==> src/rtl/pc_pkg.sv <==
// Shared types for the fetch-stage PC sequencer: the op encoding.
package pc_pkg;

  typedef enum logic [2:0] {
    PC_SEQ    = 3'd0,
    PC_BR_REL = 3'd1,
    PC_BR_ABS = 3'd2,
    PC_CALL   = 3'd3,
    PC_RET    = 3'd4
  } pc_op_t;

endpackage

==> src/rtl/pc_return_stack.sv <==
// Return-address LIFO with synchronous clear. The top entry is readable combinationally.
module pc_return_stack #(
  parameter int PC_BITS     = 12,
  parameter int STACK_DEPTH = 4,
  parameter int DEPTH_BITS  = $clog2(STACK_DEPTH + 1)
) (
  input  logic                  clock,
  input  logic                  clear,
  input  logic                  push,
  input  logic                  pop,
  input  logic [PC_BITS-1:0]    push_data,
  output logic [PC_BITS-1:0]    top,
  output logic                  full,
  output logic                  empty,
  output logic [DEPTH_BITS-1:0] depth
);

  localparam int IDX_W = (STACK_DEPTH > 1) ? $clog2(STACK_DEPTH) : 1;

  logic [PC_BITS-1:0] mem [STACK_DEPTH];
  logic [IDX_W-1:0]   wr_idx;
  logic [IDX_W-1:0]   top_idx;

  assign full    = (depth == DEPTH_BITS'(STACK_DEPTH));
  assign empty   = (depth == '0);
  assign wr_idx  = IDX_W'(depth);
  assign top_idx = IDX_W'(depth - DEPTH_BITS'(1));
  assign top     = mem[top_idx];

  // Entries are not cleared; only the depth count defines what is valid.
  always_ff @(posedge clock) begin
    if (!clear && push && !full) begin
      mem[wr_idx] <= push_data;
    end
  end

  always_ff @(posedge clock) begin
    if (clear) begin
      depth <= '0;
    end else if (push && !full) begin
      depth <= depth + DEPTH_BITS'(1);
    end else if (pop && !empty) begin
      depth <= depth - DEPTH_BITS'(1);
    end
  end

endmodule

==> src/rtl/pc_sequencer.sv <==
// Fetch-stage PC sequencer: PC register, next-PC mux, halt detection and sticky stack-error flag.
module pc_sequencer
  import pc_pkg::*;
#(
  parameter int PC_BITS     = 12,
  parameter int OFF_BITS    = 8,
  parameter int STACK_DEPTH = 4,
  parameter int DEPTH_BITS  = $clog2(STACK_DEPTH + 1)
) (
  input  logic                  clock,
  input  logic                  start,
  input  logic                  nextIns,
  input  pc_op_t                op,
  input  logic                  take,
  input  logic [OFF_BITS-1:0]   offset,
  input  logic [PC_BITS-1:0]    target,
  input  logic [PC_BITS-1:0]    startingAddress,
  input  logic [PC_BITS-1:0]    doneAddress,
  output logic [PC_BITS-1:0]    pc_out,
  output logic                  done,
  output logic                  stackErr,
  output logic [DEPTH_BITS-1:0] stackDepth
);

  logic [PC_BITS-1:0] pc_seq;
  logic [PC_BITS-1:0] off_ext;
  logic [PC_BITS-1:0] pc_nxt;
  logic [PC_BITS-1:0] stk_top;
  logic               stk_full;
  logic               stk_empty;
  logic               push;
  logic               pop;
  logic               err_set;
  logic               done_nxt;

  assign pc_seq  = pc_out + PC_BITS'(1);
  assign off_ext = PC_BITS'(signed'(offset));

  // nextIns is a one-cycle advance strobe with no back-pressure: every edge
  // with nextIns=1 (and not halted or in start) consumes exactly one op.
  always_comb begin
    pc_nxt   = pc_out;
    push     = 1'b0;
    pop      = 1'b0;
    err_set  = 1'b0;
    done_nxt = done;
    if (done || (pc_out == doneAddress)) begin
      done_nxt = 1'b1;
    end else if (nextIns) begin
      case (op)
        PC_BR_REL: pc_nxt = take ? (pc_out + off_ext) : pc_seq;
        PC_BR_ABS: pc_nxt = take ? target : pc_seq;
        PC_CALL: begin
          if (!stk_full) begin
            push   = 1'b1;
            pc_nxt = target;
          end else begin
            pc_nxt  = pc_seq;
            err_set = 1'b1;
          end
        end
        PC_RET: begin
          if (!stk_empty) begin
            pop    = 1'b1;
            pc_nxt = stk_top;
          end else begin
            pc_nxt  = pc_seq;
            err_set = 1'b1;
          end
        end
        default: pc_nxt = pc_seq;
      endcase
    end
  end

  always_ff @(posedge clock) begin
    if (start) begin
      pc_out   <= startingAddress;
      done     <= 1'b0;
      stackErr <= 1'b0;
    end else begin
      pc_out   <= pc_nxt;
      done     <= done_nxt;
      stackErr <= stackErr | err_set;
    end
  end

  pc_return_stack #(
    .PC_BITS    (PC_BITS),
    .STACK_DEPTH(STACK_DEPTH),
    .DEPTH_BITS (DEPTH_BITS)
  ) u_stack (
    .clock    (clock),
    .clear    (start),
    .push     (push),
    .pop      (pop),
    .push_data(pc_seq),
    .top      (stk_top),
    .full     (stk_full),
    .empty    (stk_empty),
    .depth    (stackDepth)
  );

endmodule

==> config.mk <==
export PLATFORM = sky130hd
export DESIGN_NAME = pc_sequencer
export DESIGN_NICKNAME = d
export VERILOG_FILES = /design/src/rtl/pc_pkg.sv /design/src/rtl/pc_return_stack.sv /design/src/rtl/pc_sequencer.sv
export SDC_FILE = /design/constraint.sdc
export NUM_CORES = 1
export LEC_CHECK = 0
export ABC_AREA = 1
export CORE_ASPECT_RATIO = 0.75
export CORE_MARGIN = 2
export CORE_UTILIZATION = 40
export DETAILED_ROUTE_END_ITERATION = 8
export GPL_TIMING_DRIVEN = 0
export SYNTH_ARGS = -nofsm -noshare
export SYNTH_HDL_FRONTEND = slang
export SYNTH_SLANG_ARGS = --single-unit
==> constraint.sdc <==
create_clock -name clock -period 5.05 [get_ports clock]
set_input_delay 1.01 -clock clock [delete_from_list [all_inputs] [get_ports clock]]
set_output_delay 1.01 -clock clock [all_outputs]
set_load 0.02 [all_outputs]
==> flow_summary.ini <==
[clock_network]
cts.sinks = 65
cts_buffer_depth = 2
path_clk_slew_ns = 0.06
cts_setup_buffers = 0
worstSkewPairLatency_ns = 0.34
cts_hold_buf = 0
post_cts_resized = 0
cts_tree = done
cts_buffers = 9
cts_root_buffer = clkbuf_16
cts.htree.levels = 3

[sta]
tightestPinTransition_ns = 1.34
finalSetupViolCount = 0
period_needed_ns = 3.52
fin_setup_tns_ns = 0
rsz0062_at_grt = no
fin_hold_ws_ns = 0.445
fmax_ghz = 0.284
final_hold_viol_count = 0
skew_ns = 0.00778
relSlewSlack_pct = 10.2
fin_crit_sh_pct = 69.6
finalMaxSlewViolations = 0

[synthesis]
synth_top_family_by_area = simple AND/OR/NAND/NOR gates
yosys_warnings = 0
synth_edf_count = 60
synth_compound_area_share_pct = 9.15
synth_fp_nets = 636
ys_types = 39
synthAdderAreaFrac_pct = 5.25
synth-xor-area-share_pct = 4.15
synth_seq_area_share_pct = 42.9
synth_cells = 567
syn_area_sq_mm = 0.00443
synthFlopType = edfxtp_1
synth.avg_cell_area_sq_um = 7.82
ys_ff_latch = 65
async_reset_ff_share_pct = 0
synthSimpleGateAreaFrac_pct = 31.0
synthMuxAreaShare_pct = 0

[grt]
gr-total-overflow = 0
grt_max_degree = 14
grt_use_total_pct = 22.8
antenna_found_initial = 0
grt_first_pass_wirelength_mm = 20.6
grt_pass1_vias = 3847

[critical_path]
crit_arrival_ns = 3.46
path_class = input port to register
cp-start-kind = input port
critical_path.max_fanout = 12
cp_data_required_time_ns = 4.99
r2r-start = u_stack.depth[0]
cp-end-kind = register
crit_path_start = op[1]

[drt]
vias = 4135
wirelength_mm = 13.3
dr.first_iter.drc_count = 379
wire_per_inst_um = 16.8
firstDrtPassIters = 5
viasPerCell = 5.23
postRouteAntennaNets = 0
drc = 0

[placement]
port_buffers = 67
dp_hpwl_mm = 10.2
place_congestion = 0.932
placed_cells = 775

[floorplan]
dieArea_sq_mm = 0.0119
die_w_um = 126
dieHeight_um = 95.2
num_io_pins = 68
start_util_pct = 40.8
num_rows = 33
core-area_sq_mm = 0.0109

[outcome]
outcome = completed

[pwr]
p_leak_uw = 0.00232
p_per_area_mw_per_mm2 = 316
ir_worst_vdd_v = 0.000206
power_uw = 1770

[layout]
antenna_cells = 0
stdcell_count = 791
drive_gt1_share_pct = 8.76
n_fill_cell = 1032
nNetsFinal = 715
syn2layout_area_growth_pct = 26.6

[min_path]
min_path_type = register to register
hold_start = stackErr

[job]
cap_violations = 0
[sequential cells by signal, indices dropped and copies added (netlist names)]
| signal | flops |
|---|---|
| u_stack.depth | 3 |
| stackErr | 1 |
| done | 1 |
| u_stack.mem | 48 |
| pc_out | 12 |
[power breakdown]
part / switching (uW) / internal (uW) / total, uW / leakage [uW]
registers: 32.6 / 623 / 655 / 0.000596
clock network: 252 / 437 / 689 / 0.000160
logic: 261 / 167 / 428 / 0.00156
total: 545 / 1230 / 1770 / 0.00232
[kinds of logic (layout without fill, tap and decap cells)]
kind of cell / Yosys count / in the layout
AND/OR/NAND/NOR: 309 / 309
AO/OA/AOI/OAI: 71 / 71
XOR/XNOR: 21 / 21
adder cells (fa/ha/maj): 18 / 18
flip-flops: 65 / 65
buffers and inverters: 83 / 167
[final timing paths]
path / end / slack (ns) / depth (start not counted)
max: u_stack.mem[3][9] / 1.53 / 7
min: stackErr / 0.45 / 2
max reg2reg: u_stack.mem[3][9] / 1.71 / 9
min reg2reg: stackErr / 0.45 / 2
[area by class of cell]
type	instances	area, sq um	area share (%)
multi-input cells	419	2190	39.1
flip-flops and latches	65	1900	33.9
repair buffers	68	678	12.1
inverters	69	259	4.62
clock buffers	9	225	4.01
well taps	140	175	3.12
clock inverters	7	101	1.81
plain buffers	14	76.3	1.36
[metrics by stage]
stage	area, sq um	utilization [%]	setup WS, ns
2_1_floorplan	4430	-	2.37
6_report	5610	51.7	1.53
3_3_place_gp	5280	48.6	1.26
5_1_grt	5610	51.7	1.38
3_5_place_dp	5290	48.7	1.21
4_1_cts	5610	51.7	1.55
[placed cells by master (no fill, tap or decap), drive strengths merged, types with 2 or more instances in the layout]
| cell type | count |
|---|---|
| buf | 8 |
| clkbuf | 16 |
| a21oi | 39 |
| o21ai | 21 |
| edfxtp | 60 |
| nand2 | 177 |
| o211ai | 2 |
| dfxtp | 5 |
| xor2 | 8 |
| inv | 70 |
| nor3 | 5 |
| clkinv | 4 |
| ha | 17 |
| xnor2 | 13 |
| nor2 | 39 |
| nand4 | 7 |
| clkdlybuf4s50 | 67 |
| or2 | 2 |
| o21bai | 4 |
| bufinv | 2 |
| nand3 | 78 |
[metal layers]
metal / share of wire (%) / GRT usage (%)
met5: 0 / 0
met4: 1.0 / 5.46
met3: 8.3 / 6.12
met2: 41 / 33.0
met1: 50 / 33.8
[cell usage after synthesis, types with 2 or more instances]
| cell type | number | area share (%) |
|---|---|---|
| o211ai_1 | 2 | 0.34 |
| ha_1 | 17 | 4.8 |
| nand2_1 | 172 | 15 |
| o21bai_1 | 4 | 0.68 |
| buf_2 | 4 | 0.45 |
| nor2_4 | 2 | 0.51 |
| clkbuf_1 | 7 | 0.59 |
| nor3_4 | 2 | 0.73 |
| nand4_1 | 7 | 0.99 |
| xor2_1 | 8 | 1.6 |
| o21ai_1 | 8 | 0.90 |
| nand3_1 | 74 | 8.4 |
| nand3_2 | 4 | 0.90 |
| nand2_2 | 5 | 0.71 |
| buf_6 | 2 | 0.51 |
| xnor2_1 | 13 | 2.6 |
| inv_2 | 11 | 0.93 |
| edfxtp_1 | 60 | 41 |
| a21oi_1 | 36 | 4.1 |
| dfxtp_1 | 5 | 2.3 |
| nor3_1 | 2 | 0.23 |
| o21ai_0 | 12 | 1.4 |
| nor2_1 | 34 | 2.9 |
| or2_2 | 2 | 0.28 |
| nor2_2 | 3 | 0.42 |
| a21oi_2 | 2 | 0.40 |
| inv_1 | 57 | 4.8 |
[worst max-delay path, cell delays in order]
cell and delay (ns):
clkdlybuf4s50_1 0.58, nand3_1 0.15, a21oi_2 0.21, inv_2 0.10, nor2_1 0.18, nand3_1 0.17
nor2_1 1.05
Power figures use the tool's default switching activity.
